## config.mk

```make
export PLATFORM = sky130hd
export DESIGN_NAME = fetch_gshare
export DESIGN_NICKNAME = d
export VERILOG_FILES = /design/src/rtl/fetch_gshare.sv
export SDC_FILE = /design/constraint.sdc
export NUM_CORES = 2
export LEC_CHECK = 0
export BUFFER_PORTS_ARGS = -buffer_cell sky130_fd_sc_hd__buf_4
export CORE_ASPECT_RATIO = 1.75
export CORE_MARGIN = 8
export CORE_UTILIZATION = 35
export CTS_BUF_LIST = sky130_fd_sc_hd__clkbuf_16
export DETAILED_ROUTE_END_ITERATION = 8
export PLACE_DENSITY = 0.5
export SETUP_SLACK_MARGIN = 0.02
export SLEW_MARGIN = 0
export SYNTH_ARGS = -nofsm -noshare
export SYNTH_HDL_FRONTEND = slang
export SYNTH_SLANG_ARGS = --single-unit
```

## constraint.sdc

```tcl
create_clock -name clk -period 7 [get_ports clk]
set_input_delay 0.7 -clock clk [delete_from_list [all_inputs] [get_ports clk]]
set_output_delay 0.7 -clock clk [all_outputs]
set_load 0.01 [all_outputs]
```

## src/rtl/fetch_gshare.sv

```systemverilog
// Instruction-fetch stage with gshare branch prediction: owns the fetch PC,
// the 2-bit counter pattern history table, the global history and the IF/ID register.
module fetch_gshare #(
  parameter logic [31:0] RESET_PC  = 32'h0000_0000,
  parameter int          GHR_BITS  = 8,
  parameter logic [31:0] NOP_INSTR = 32'h0000_0013
) (
  input  logic                clk,
  input  logic                rstn,
  input  logic                stall,
  input  logic                redirect,
  input  logic [31:0]         redirect_pc,
  input  logic                upd_en,
  input  logic [GHR_BITS-1:0] upd_idx,
  input  logic                upd_taken,
  output logic [31:0]         imem_addr0,
  input  logic [31:0]         imem_rdata0,
  output logic [31:0]         imem_addr1,
  input  logic [31:0]         imem_rdata1,
  output logic [31:0]         pc,
  output logic [31:0]         instr,
  output logic [31:0]         instr1,
  output logic                prediction,
  output logic [GHR_BITS-1:0] pc_xor_global_history,
  output logic                valid
);

  localparam int        PHT_SIZE  = 1 << GHR_BITS;
  localparam logic [6:0] OP_BRANCH = 7'b1100011;

  logic [31:0]         fetch_pc_reg;
  logic [31:0]         fetch_pc_next;
  logic [GHR_BITS-1:0] ghr_reg;
  logic [1:0]          pht_reg [PHT_SIZE];
  logic [GHR_BITS-1:0] pred_idx;
  logic                is_branch;
  logic                pred_taken;
  logic [31:0]         b_imm;
  logic [1:0]          upd_ctr;
  logic [1:0]          upd_ctr_next;

  assign imem_addr0 = fetch_pc_reg;
  assign imem_addr1 = fetch_pc_reg + 32'd4;

  // Prediction is purely combinational on the current fetch PC and committed history.
  assign pred_idx   = fetch_pc_reg[GHR_BITS+1:2] ^ ghr_reg;
  assign is_branch  = (imem_rdata0[6:0] == OP_BRANCH);
  assign pred_taken = is_branch & pht_reg[pred_idx][1];
  assign b_imm      = {{20{imem_rdata0[31]}}, imem_rdata0[7], imem_rdata0[30:25],
                       imem_rdata0[11:8], 1'b0};
  assign fetch_pc_next = pred_taken ? (fetch_pc_reg + b_imm) : (fetch_pc_reg + 32'd4);

  assign upd_ctr = pht_reg[upd_idx];

  always_comb begin
    upd_ctr_next = upd_ctr;
    if (upd_taken) begin
      if (upd_ctr != 2'b11) upd_ctr_next = upd_ctr + 2'd1;
    end else begin
      if (upd_ctr != 2'b00) upd_ctr_next = upd_ctr - 2'd1;
    end
  end

  // Training is driven only by resolved branches, so it ignores stall and redirect.
  always_ff @(posedge clk or negedge rstn) begin
    if (!rstn) begin
      for (int i = 0; i < PHT_SIZE; i++) pht_reg[i] <= 2'b01;
      ghr_reg <= '0;
    end else if (upd_en) begin
      pht_reg[upd_idx] <= upd_ctr_next;
      ghr_reg          <= {ghr_reg[GHR_BITS-2:0], upd_taken};
    end
  end

  always_ff @(posedge clk or negedge rstn) begin
    if (!rstn) begin
      fetch_pc_reg          <= RESET_PC;
      pc                    <= '0;
      instr                 <= NOP_INSTR;
      instr1                <= '0;
      prediction            <= 1'b0;
      pc_xor_global_history <= '0;
      valid                 <= 1'b0;
    end else if (redirect) begin
      fetch_pc_reg <= redirect_pc;
      instr        <= NOP_INSTR;
      prediction   <= 1'b0;
      valid        <= 1'b0;
    end else if (!stall) begin
      fetch_pc_reg          <= fetch_pc_next;
      pc                    <= fetch_pc_reg;
      instr                 <= imem_rdata0;
      instr1                <= imem_rdata1;
      prediction            <= pred_taken;
      pc_xor_global_history <= pred_idx;
      valid                 <= 1'b1;
    end
  end

endmodule

```

==> insert_results.sql <==
INSERT INTO impl_metrics (metric_group, metric, value, unit) VALUES
('global_route', 'grtUsageTotal', '22.4', '%'),
('worst_setup_path', 'worst-r2r-setup-slack', '2.37', 'ns'),
('clocking', 'cts_buffers', '61', ''),
('sta', 'final-setup-viol-count', '0', ''),
('sta', 'tightest_slew', '1.22', 'ns'),
('logic_synthesis', 'synth_seq_area_share', '48.9', '%'),
('drt', 'vias', '25597', ''),
('power', 'p_per_area', '242', 'mW/mm2'),
('clocking', 'post_cts_resize_count', '0', ''),
('drt', 'drt-vias-per-instance', '5.48', ''),
('sta', 'final.period_utilization', '73.1', '%'),
('logic_synthesis', 'synth_top_cells_by_count', 'sky130_fd_sc_hd__nand2_1 (555), sky130_fd_sc_hd__dfrtp_1 (399), sky130_fd_sc_hd__nor2_1 (379)', ''),
('logic_synthesis', 'yosys.area.top_type_share', '29.1', '%'),
('logic_synthesis', 'synth-edff-count', '0', ''),
('power', 'p_sw_share', '31.6', '%'),
('drt', 'dr.pass1.iters', '6', ''),
('clocking', 'tritoncts', 'built', ''),
('die', 'start_util', '35.1', '%'),
('finish', 'finish.net_count', '3450', ''),
('finish', 'synth_to_layout_area_growth', '15.9', '%'),
('finish', 'finalNonFillerCells', '4674', ''),
('die', 'die_area', '0.109', 'mm2'),
('clocking', 'number_of_h_tree_levels', '2', ''),
('logic_synthesis', 'yosysMostFrequentCell', 'sky130_fd_sc_hd__nand2_1', ''),
('power', 'power_report.internal_total', '6590', 'uW'),
('sta', 'skew', '0.0226', 'ns'),
('power', 'ir_worst_vdd', '221', 'uV'),
('clocking', 'cts_post_setup_buffers_inserted', '0', ''),
('logic_synthesis', 'netlist_area', '0.0344', 'mm2'),
('sta', 'period_minus_slack', '5.11', 'ns'),
('clocking', 'clock_insertion_delay_worst_skew', '0.67', 'ns'),
('place', 'place_congestion', '0.870', ''),
('drt', 'route.antenna.remaining_nets', '0', ''),
('sta', 'max-slew-margin-rel', '18.2', '%'),
('logic_synthesis', 'netlist_top_cells_area', 'sky130_fd_sc_hd__dfrtp_1 (29%), sky130_fd_sc_hd__dfstp_2 (20%), sky130_fd_sc_hd__mux4_2 (14%)', ''),
('global_route', 'wire_length_of_the_first_global_routing_pass', '183', 'mm'),
('place', 'dp_hpwl', '87.8', 'mm'),
('worst_hold_path', 'hold_path.class', 'in2async', ''),
('clocking', 'cts_hold_repair.buffers', '0', ''),
('worst_setup_path', 'cp_data_required_time', '6.30', 'ns'),
('worst_setup_path', 'r2r_cells', '11', ''),
('drt', 'drt_iter0_markers', '1645', ''),
('place', 'placement.io_buffers', '279', ''),
('worst_setup_path', 'cp_max_fo', '8', ''),
('die', 'die_height', '430', 'um'),
('run', 'max-cap-violations', '0', ''),
('finish', 'finalCoreUtilization', '40.7', '%'),
('clocking', 'tritoncts_num_sinks', '658', ''),
('power', 'seqPwrFrac', '45.0', '%'),
('power', 'power_switching', '3050', 'uW'),
('global_route', 'grt_overflow', '0', ''),
('place', 'dp_slack', '1.82', 'ns'),
('finish', 'layout-drive-gt1-share', '35.6', '%'),
('worst_setup_path', 'worst_path_arrival_time', '4.41', 'ns'),
('drt', 'totalWireLength', '124', 'mm'),
('worst_setup_path', 'critPathLaunch', 'imem_addr0[3]', ''),
('clocking', 'clkTransAtPathRegs', '0.07', 'ns'),
('sta', 'final_critical_path_setup_slack', '1.89', 'ns'),
('worst_setup_path', 'timing.critical_path.from_type', 'flop', ''),
('die', 'ios', '280', ''),
('finish', 'largest_register_ffs', '512', ''),
('clocking', 'ctsRootBufferMaster', 'sky130_fd_sc_hd__clkbuf_16', ''),
('logic_synthesis', 'synth.ff_latch_count', '658', ''),
('die', 'placeableCoreArea', '0.0978', 'mm2'),
('sta', 'slew_violations', '0', ''),
('worst_setup_path', 'critical_path_class', 'reg2out', ''),
('logic_synthesis', 'synth.net_count', '3243', ''),
('sta', 'setup-tns-final', '0', 'ns'),
('worst_setup_path', 'worst_setup_path_end_kind', 'output pin', ''),
('die', 'chipWidth', '253', 'um'),
('status', 'run_status', 'completed', '');
-- cell usage in the layout, fill, tap and decap left out, drive strengths merged, types with 14 or more instances in the layout --
cell type and instances:
a21oi 208, a22oi 20, and3 14, buf 349, clkbuf 61, clkinv 30
dfrtp 399, dfstp 259, ha 31, inv 38, mux2 267, mux2i 54
mux4 216, nand2 555, nand2b 15, nand3 42, nor2 379, nor3 21
o21ai 197, xnor2 46, xor2 22
-- metal layers --
metal  up-vias  part of all wire, %  GRT usage (%)
li1      11438                    -              -
met1     13022                   36           24.7
met2       872                   53           40.8
met3       263                  5.2           3.12
met4         2                  6.3           12.5
met5         -                0.011              0
-- power by group through the flow --
stage | clock (uW) | combinational, uW | sequential (uW)
6_report | 3250 | 2040 | 4330
5_1_grt | 3470 | 2190 | 4370
4_1_cts | 3350 | 2070 | 4330
3_5_place_dp | 0 | 2060 | 4400
3_3_place_gp | 0 | 2050 | 4390
2_1_floorplan | 0 | 1120 | 4360
-- through the flow --
stage / hold slack (ns) / area (um2)
finish: 0.0417 / 39800
detailed placement: 0.463 / 38000
floorplan: 0.404 / 34400
CTS: 0.0639 / 39800
global placement: 0.460 / 38000
global route: 0.0897 / 39800
-- worst max-delay path by stage --
stage          slack (ns)  depth (start not counted)             end
3_5_place_dp         1.82                         11    pht_reg[165]
2_1_floorplan        3.00                         12    pht_reg[102]
4_1_cts              1.87                         10  imem_addr1[28]
6_report             1.89                         10  imem_addr1[28]
3_3_place_gp         1.85                         11    pht_reg[167]
5_1_grt              1.83                         10  imem_addr1[28]
-- critical path, cell delays in order (launching register included) --
cell and delay (ns):
sky130_fd_sc_hd__dfrtp_1 0.54, sky130_fd_sc_hd__buf_4 0.29, sky130_fd_sc_hd__ha_1 0.22, sky130_fd_sc_hd__and3_1 0.30, sky130_fd_sc_hd__nand3_1 0.21, sky130_fd_sc_hd__nor4_1 0.74, sky130_fd_sc_hd__nor2b_1 0.31, sky130_fd_sc_hd__nand2_1 0.16
sky130_fd_sc_hd__nor3_1 0.44, sky130_fd_sc_hd__xor2_1 0.34, sky130_fd_sc_hd__buf_4 0.19
-- kinds of logic after synthesis --
kind of cell    count (synthesis)  synth area share, %
flops                         658                 48.9
mux                           537                 24.5
xor+xnor                       68                 1.73
simple gates                 1081                 12.7
fa+ha+maj                      34                 1.25
compound gates                500                 8.07
buf+inv                       223                 2.84
-- layout make-up --
class | count | area, um2
clock buffer | 61 | 1530
antenna | 4 | 10.0
fill | 9560 | 57900
sequential | 658 | 16800
multi-input combinational | 2220 | 16700
tap | 1309 | 1640
clock inverter | 55 | 328
timing repair buffer | 349 | 2790
inverter | 18 | 67.6
Power figures use the tool's default switching activity.
